==> src/rtl/mem_arb_pkg.sv <==
// Shared types and constants for the two-port cache-line memory arbiter.
// The MEM_ARB_RR_EN macro is not used here; see mem_arb_pick.
package mem_arb_pkg;

    typedef enum logic [1:0] {
        IDLE = 2'd0,
        BUSY = 2'd1,
        DONE = 2'd2
    } state_e;

    localparam int ADDR_W_DEF = 32;
    localparam int DATA_W_DEF = 256;

    localparam logic OWNER_M0 = 1'b0;
    localparam logic OWNER_M1 = 1'b1;

endpackage

==> src/rtl/mem_arb_pick.sv <==
// Grant selection between dcache (m0) and icache (m1).
// MEM_ARB_RR_EN: tie goes to the pointer; otherwise m0 always wins a tie.
module mem_arb_pick
    import mem_arb_pkg::*;
(
    input  logic req0_i,
    input  logic req1_i,
    input  logic ptr_i,
    output logic win_o
);

    logic tie_win;

`ifdef MEM_ARB_RR_EN
    assign tie_win = ptr_i;
`else
    logic ptr_unused;
    assign ptr_unused = ptr_i;
    assign tie_win    = OWNER_M0;
`endif

    // Sole requester wins; a tie is settled by tie_win.
    always_comb begin
        win_o = OWNER_M0;
        unique case (1'b1)
            (req0_i && req1_i):  win_o = tie_win;
            (req0_i && !req1_i): win_o = OWNER_M0;
            (!req0_i && req1_i): win_o = OWNER_M1;
            default:             win_o = OWNER_M0;
        endcase
    end

endmodule

==> src/rtl/mem_arbiter.sv <==
// Arbitrates dcache and icache line requests onto one Data_Memory port.
// Define MEM_ARB_RR_EN for round-robin; default is fixed m0 priority.
module mem_arbiter
    import mem_arb_pkg::*;
#(
    parameter int ADDR_W = ADDR_W_DEF,
    parameter int DATA_W = DATA_W_DEF
) (
    input  logic              clk_i,
    input  logic              rst_i,
    input  logic              m0_enable_i,
    input  logic              m0_write_i,
    input  logic [ADDR_W-1:0] m0_addr_i,
    input  logic [DATA_W-1:0] m0_data_i,
    output logic              m0_ack_o,
    input  logic              m1_enable_i,
    input  logic              m1_write_i,
    input  logic [ADDR_W-1:0] m1_addr_i,
    input  logic [DATA_W-1:0] m1_data_i,
    output logic              m1_ack_o,
    output logic [DATA_W-1:0] rdata_o,
    output logic              mem_enable_o,
    output logic              mem_write_o,
    output logic [ADDR_W-1:0] mem_addr_o,
    output logic [DATA_W-1:0] mem_data_o,
    input  logic [DATA_W-1:0] mem_data_i,
    input  logic              mem_ack_i,
    output logic              owner_o
);

    state_e              state_q, state_d;
    logic                owner_q, owner_d;
    logic                ptr_q, ptr_d;
    logic                en_q, en_d;
    logic                we_q, we_d;
    logic [ADDR_W-1:0]   addr_q, addr_d;
    logic [DATA_W-1:0]   data_q, data_d;
    logic [DATA_W-1:0]   rdata_q, rdata_d;
    logic                ack0_q, ack0_d;
    logic                ack1_q, ack1_d;
    logic                win;

    mem_arb_pick u_pick (
        .req0_i (m0_enable_i),
        .req1_i (m1_enable_i),
        .ptr_i  (ptr_q),
        .win_o  (win)
    );

    // Next state, latched request and completion pulses.
    always_comb begin
        state_d = state_q;
        owner_d = owner_q;
        ptr_d   = ptr_q;
        en_d    = en_q;
        we_d    = we_q;
        addr_d  = addr_q;
        data_d  = data_q;
        rdata_d = rdata_q;
        ack0_d  = 1'b0;
        ack1_d  = 1'b0;
        unique case (state_q)
            IDLE: begin
                if (m0_enable_i || m1_enable_i) begin
                    state_d = BUSY;
                    owner_d = win;
                    en_d    = 1'b1;
                    if (win == OWNER_M1) begin
                        we_d   = m1_write_i;
                        addr_d = m1_addr_i;
                        data_d = m1_data_i;
                    end else begin
                        we_d   = m0_write_i;
                        addr_d = m0_addr_i;
                        data_d = m0_data_i;
                    end
                end
            end
            BUSY: begin
                if (mem_ack_i) begin
                    state_d = DONE;
                    en_d    = 1'b0;
                    ptr_d   = ~owner_q;
                    ack0_d  = (owner_q == OWNER_M0);
                    ack1_d  = (owner_q == OWNER_M1);
                    if (!we_q) begin
                        rdata_d = mem_data_i;
                    end
                end
            end
            DONE: begin
                state_d = IDLE;
            end
            default: begin
                state_d = IDLE;
            end
        endcase
    end

    // State and datapath registers with synchronous reset.
    always_ff @(posedge clk_i) begin
        if (rst_i) begin
            state_q <= IDLE;
            owner_q <= OWNER_M0;
            ptr_q   <= OWNER_M0;
            en_q    <= 1'b0;
            we_q    <= 1'b0;
            addr_q  <= '0;
            data_q  <= '0;
            rdata_q <= '0;
            ack0_q  <= 1'b0;
            ack1_q  <= 1'b0;
        end else begin
            state_q <= state_d;
            owner_q <= owner_d;
            ptr_q   <= ptr_d;
            en_q    <= en_d;
            we_q    <= we_d;
            addr_q  <= addr_d;
            data_q  <= data_d;
            rdata_q <= rdata_d;
            ack0_q  <= ack0_d;
            ack1_q  <= ack1_d;
        end
    end

    assign m0_ack_o     = ack0_q;
    assign m1_ack_o     = ack1_q;
    assign rdata_o      = rdata_q;
    assign mem_enable_o = en_q;
    assign mem_write_o  = we_q;
    assign mem_addr_o   = addr_q;
    assign mem_data_o   = data_q;
    assign owner_o      = owner_q;

endmodule
==> config.mk <==
export PLATFORM = sky130hd
export DESIGN_NAME = mem_arbiter
export DESIGN_NICKNAME = d
export VERILOG_FILES = /design/src/rtl/mem_arb_pkg.sv /design/src/rtl/mem_arb_pick.sv /design/src/rtl/mem_arbiter.sv
export SDC_FILE = /design/constraint.sdc
export NUM_CORES = 1
export LEC_CHECK = 0
export ABC_CLOCK_PERIOD_IN_PS = 2300
export BUFFER_PORTS_ARGS = -buffer_cell sky130_fd_sc_hd__buf_2
export CORE_AREA = 2 2 542 544
export DETAILED_ROUTE_END_ITERATION = 10
export DIE_AREA = 0 0 544 546
export GPL_ROUTABILITY_DRIVEN = 0
export GPL_TIMING_DRIVEN = 0
export PLACE_DENSITY_LB_ADDON = 0.25
export SYNTH_ARGS = -nofsm -noshare
export SYNTH_HDL_FRONTEND = slang
export SYNTH_SLANG_ARGS = --single-unit
==> constraint.sdc <==
create_clock -name clk_i -period 2.3 [get_ports clk_i]
set_clock_uncertainty 0.05 [all_clocks]
set_input_delay 0.115 -clock clk_i [delete_from_list [all_inputs] [get_ports clk_i]]
set_output_delay 0.115 -clock clk_i [all_outputs]
set_load 0.01 [all_outputs]
==> flow_metrics.py <==
metrics = {
    "clocking": {
        "cts.clk_slew.worst_paths_ps": 50,
        "cts_htree_levels": 3,
        "clock_sinks": 551,
        "postCtsSetupBuffers": 0,
        "worst_skew_pair.late_latency_ps": 790,
        "clock_path_buffers": 4,
        "root_buffer": "clkbuf_16",
        "cts_inserted_buffers": 78,
        "cts_tree": "done",
    },
    "cells_and_area": {
        "fin_cells": 9159,
        "areaGrowthSynthToFinish_pct": 100,
        "fillers": 33501,
        "final_util": 0.159,
        "drive_gt1_frac": 0.361,
        "nets": 5941,
        "final_common_cell": "buf_2",
        "final_cell_mix": "buf_2 (1501), nand2_1 (1092), dlygate4sd3_1 (864), dfxtp_1 (551), a21oi_1 (548)",
    },
    "synthesis": {
        "synth-seq-area-share": 0.476,
        "netlist_area_um2": 23200,
        "yosysWarnings": 0,
        "synth.distinct_cells": 22,
        "ys_ff_latch": 551,
        "syn_inst": 2772,
        "avgSynthCellArea_um2": 8.35,
        "syn_nets": 3611,
    },
    "critical_path": {
        "critPathMaxFanout": 10,
        "worstSetupEndpointType": "flop",
        "worstPathRequired_ps": 2900,
        "arrival_ps": 2820,
        "worstSetupStartpointType": "flop",
        "reg2reg_from": "mem_write_o",
        "r2r_end": "rdata_o[194]",
        "path_class": "reg2reg",
        "reg2reg_slack_ps": 80,
        "rr_worst_depth": 6,
    },
    "die": {
        "fp.dieArea_um2": 297000,
        "die_h_um": 546,
        "coreArea_um2": 292000,
        "rows": 199,
        "die_x_um": 544,
        "initial_core_util": 0.0793,
        "io_pins": 1388,
    },
    "timing": {
        "fin_crit_ps": 2220,
        "max_freq_mhz": 450,
        "slew-limit-headroom": 0.298,
        "finalMaxSlewViolations": 0,
        "hold_slack_ps": 87.8,
        "grt_setup_unrepaired": "no",
        "tns_ps": 0,
        "hold_viol": 0,
        "period_share": 0.967,
        "setup_viol": 0,
        "fin_ws_ps": 76.1,
        "tightestPinTransition_ps": 1050,
    },
    "run": {
        "maxCapViolations": 0,
    },
    "drt": {
        "drt-initial-drc-count": 1784,
        "ant_nets": 0,
        "met3_length_um": 18500,
        "avgRoutedWirePerCell_um": 23.6,
        "wl_met2_um": 108000,
        "routed_wl_um": 216000,
        "drtPass1Iterations": 5,
        "highest_layer": "met5",
        "vias_per_cell": 3.40,
        "drt-met1-wl_um": 73400,
        "vias": 31169,
        "drc": 0,
    },
    "global_routing": {
        "antenna_found_initial": 73,
        "grt_max_degree": 14,
        "grt.total_usage": 0.138,
        "grt-ovfl-total": 0,
        "grt_pass1_vias": 32658,
        "grt_pass1_wl_um": 280000,
    },
    "place": {
        "dp_slack_ps": -721,
        "port_buffers": 1386,
        "dpl.hpwl_um": 185000,
        "dp.cells": 8078,
    },
    "power_and_ir_drop": {
        "leakagePower_uw": 0.0192,
        "switching_share": 0.330,
        "p_per_area_nw_per_um2": 666,
        "p_clk_frac": 0.395,
        "ir_drop_mv": 0.639,
        "p_seq_frac": 0.352,
        "switching_power_uw": 10200,
        "intPower_uw": 20700,
        "comb_power_share": 0.253,
    },
    "worst_hold_path": {
        "min_from": "mem_data_i[109]",
        "min_to": "rdata_o[109]",
        "holdPathStages": 4,
        "hp-class": "in2reg",
    },
    "status": {
        "status": "finished clean",
    },
}
-- worst max path at each step --
stage	slack [ps]	depth (start not counted)	from	end
after floorplan	900	5	state_q[1]	mem_data_o[187]
after global placement	-1280	4	rst_i	rdata_o[8]
after detailed placement	-720	4	rst_i	rdata_o[13]
after CTS	3	5	state_q[0]	mem_data_o[250]
after global routing	10	6	mem_write_o	rdata_o[191]
final	80	6	mem_write_o	rdata_o[194]
-- flip-flops by register name, summed over array words and instances, names as in the netlist --
signal / count
m0_ack_o: 1
state_q: 2
rdata_o: 256
mem_write_o: 1
mem_addr_o: 32
m1_ack_o: 1
mem_enable_o: 1
mem_data_o: 256
owner_o: 1
-- stage by stage --
stage          instance area (um^2)  power, uW
2_1_floorplan                 23200      13800
3_3_place_gp                  35000      17800
3_5_place_dp                  35000      17800
4_1_cts                       46200      31600
5_1_grt                       46400      32400
6_report                      46400      30900
-- power by group through the flow --
stage | sequential, uW | combinational, uW | clock [uW]
2_1_floorplan | 11300 | 2500 | 0
3_3_place_gp | 11100 | 6710 | 0
3_5_place_dp | 11100 | 6720 | 0
4_1_cts | 10900 | 8050 | 12700
5_1_grt | 11000 | 8420 | 13000
6_report | 10900 | 7810 | 12200
-- cell usage after synthesis --
cell	n	area, um^2
clkbuf_1	128	480
nor2_2	1	6.26
or2_1	1	6.26
buf_1	3	11.3
a311oi_1	88	771
nor2_1	1	3.75
a211oi_1	1	7.51
a21oi_1	548	2740
and2_1	2	12.5
dfxtp_1	551	11000
nand3b_1	1	7.51
nand2_1	1092	4100
or3b_2	1	8.76
nand4bb_1	1	11.3
nor3_1	1	5.00
nand2b_1	1	6.26
buf_2	117	586
buf_4	6	45.0
nor2b_1	1	6.26
and4bb_2	1	12.5
buf_6	25	282
a311oi_2	201	3020
-- final cells by class --
class / count / area [um^2] / area share
buffer: 278 / 1420 / 0.0305
sequential: 551 / 11000 / 0.238
timing repair buffer: 2251 / 15600 / 0.336
clock inverter: 17 / 259 / 0.00558
antenna: 95 / 238 / 0.00512
clock buffer: 106 / 2230 / 0.0480
tap: 3919 / 4900 / 0.106
multi-input combinational: 1942 / 10700 / 0.231
-- kinds of logic (layout without fill, tap and decap cells) --
logic type      after synthesis  after routing  synth area share
simple gates               1104           1104             0.181
other cells                   0             95                 0
buf+inv                     279           2652            0.0606
compound gates              838            838             0.282
flops                       551            551             0.476
-- metal layers --
metal,vias up,global-route usage
li1,14380,-
met1,14865,0.135
met2,1539,0.249
met3,379,0.0425
met4,6,0.0935
met5,-,0
-- what timing repair did --
item / CTS / global route
hold endpoints to repair: 551 / 0
setup endpoints to repair: 181 / 66
resized for setup: 7 / 5
hold buffers: 864 / 0
-- worst max-delay path, stage by stage, from the launching register on --
cell,delay (ps)
dfxtp_1,450
nand4bb_1,360
clkbuf_1,210
buf_2,420
buf_2,360
nand2_1,80
a21oi_1,150
No activity file was read; power rests on OpenSTA's default activity.
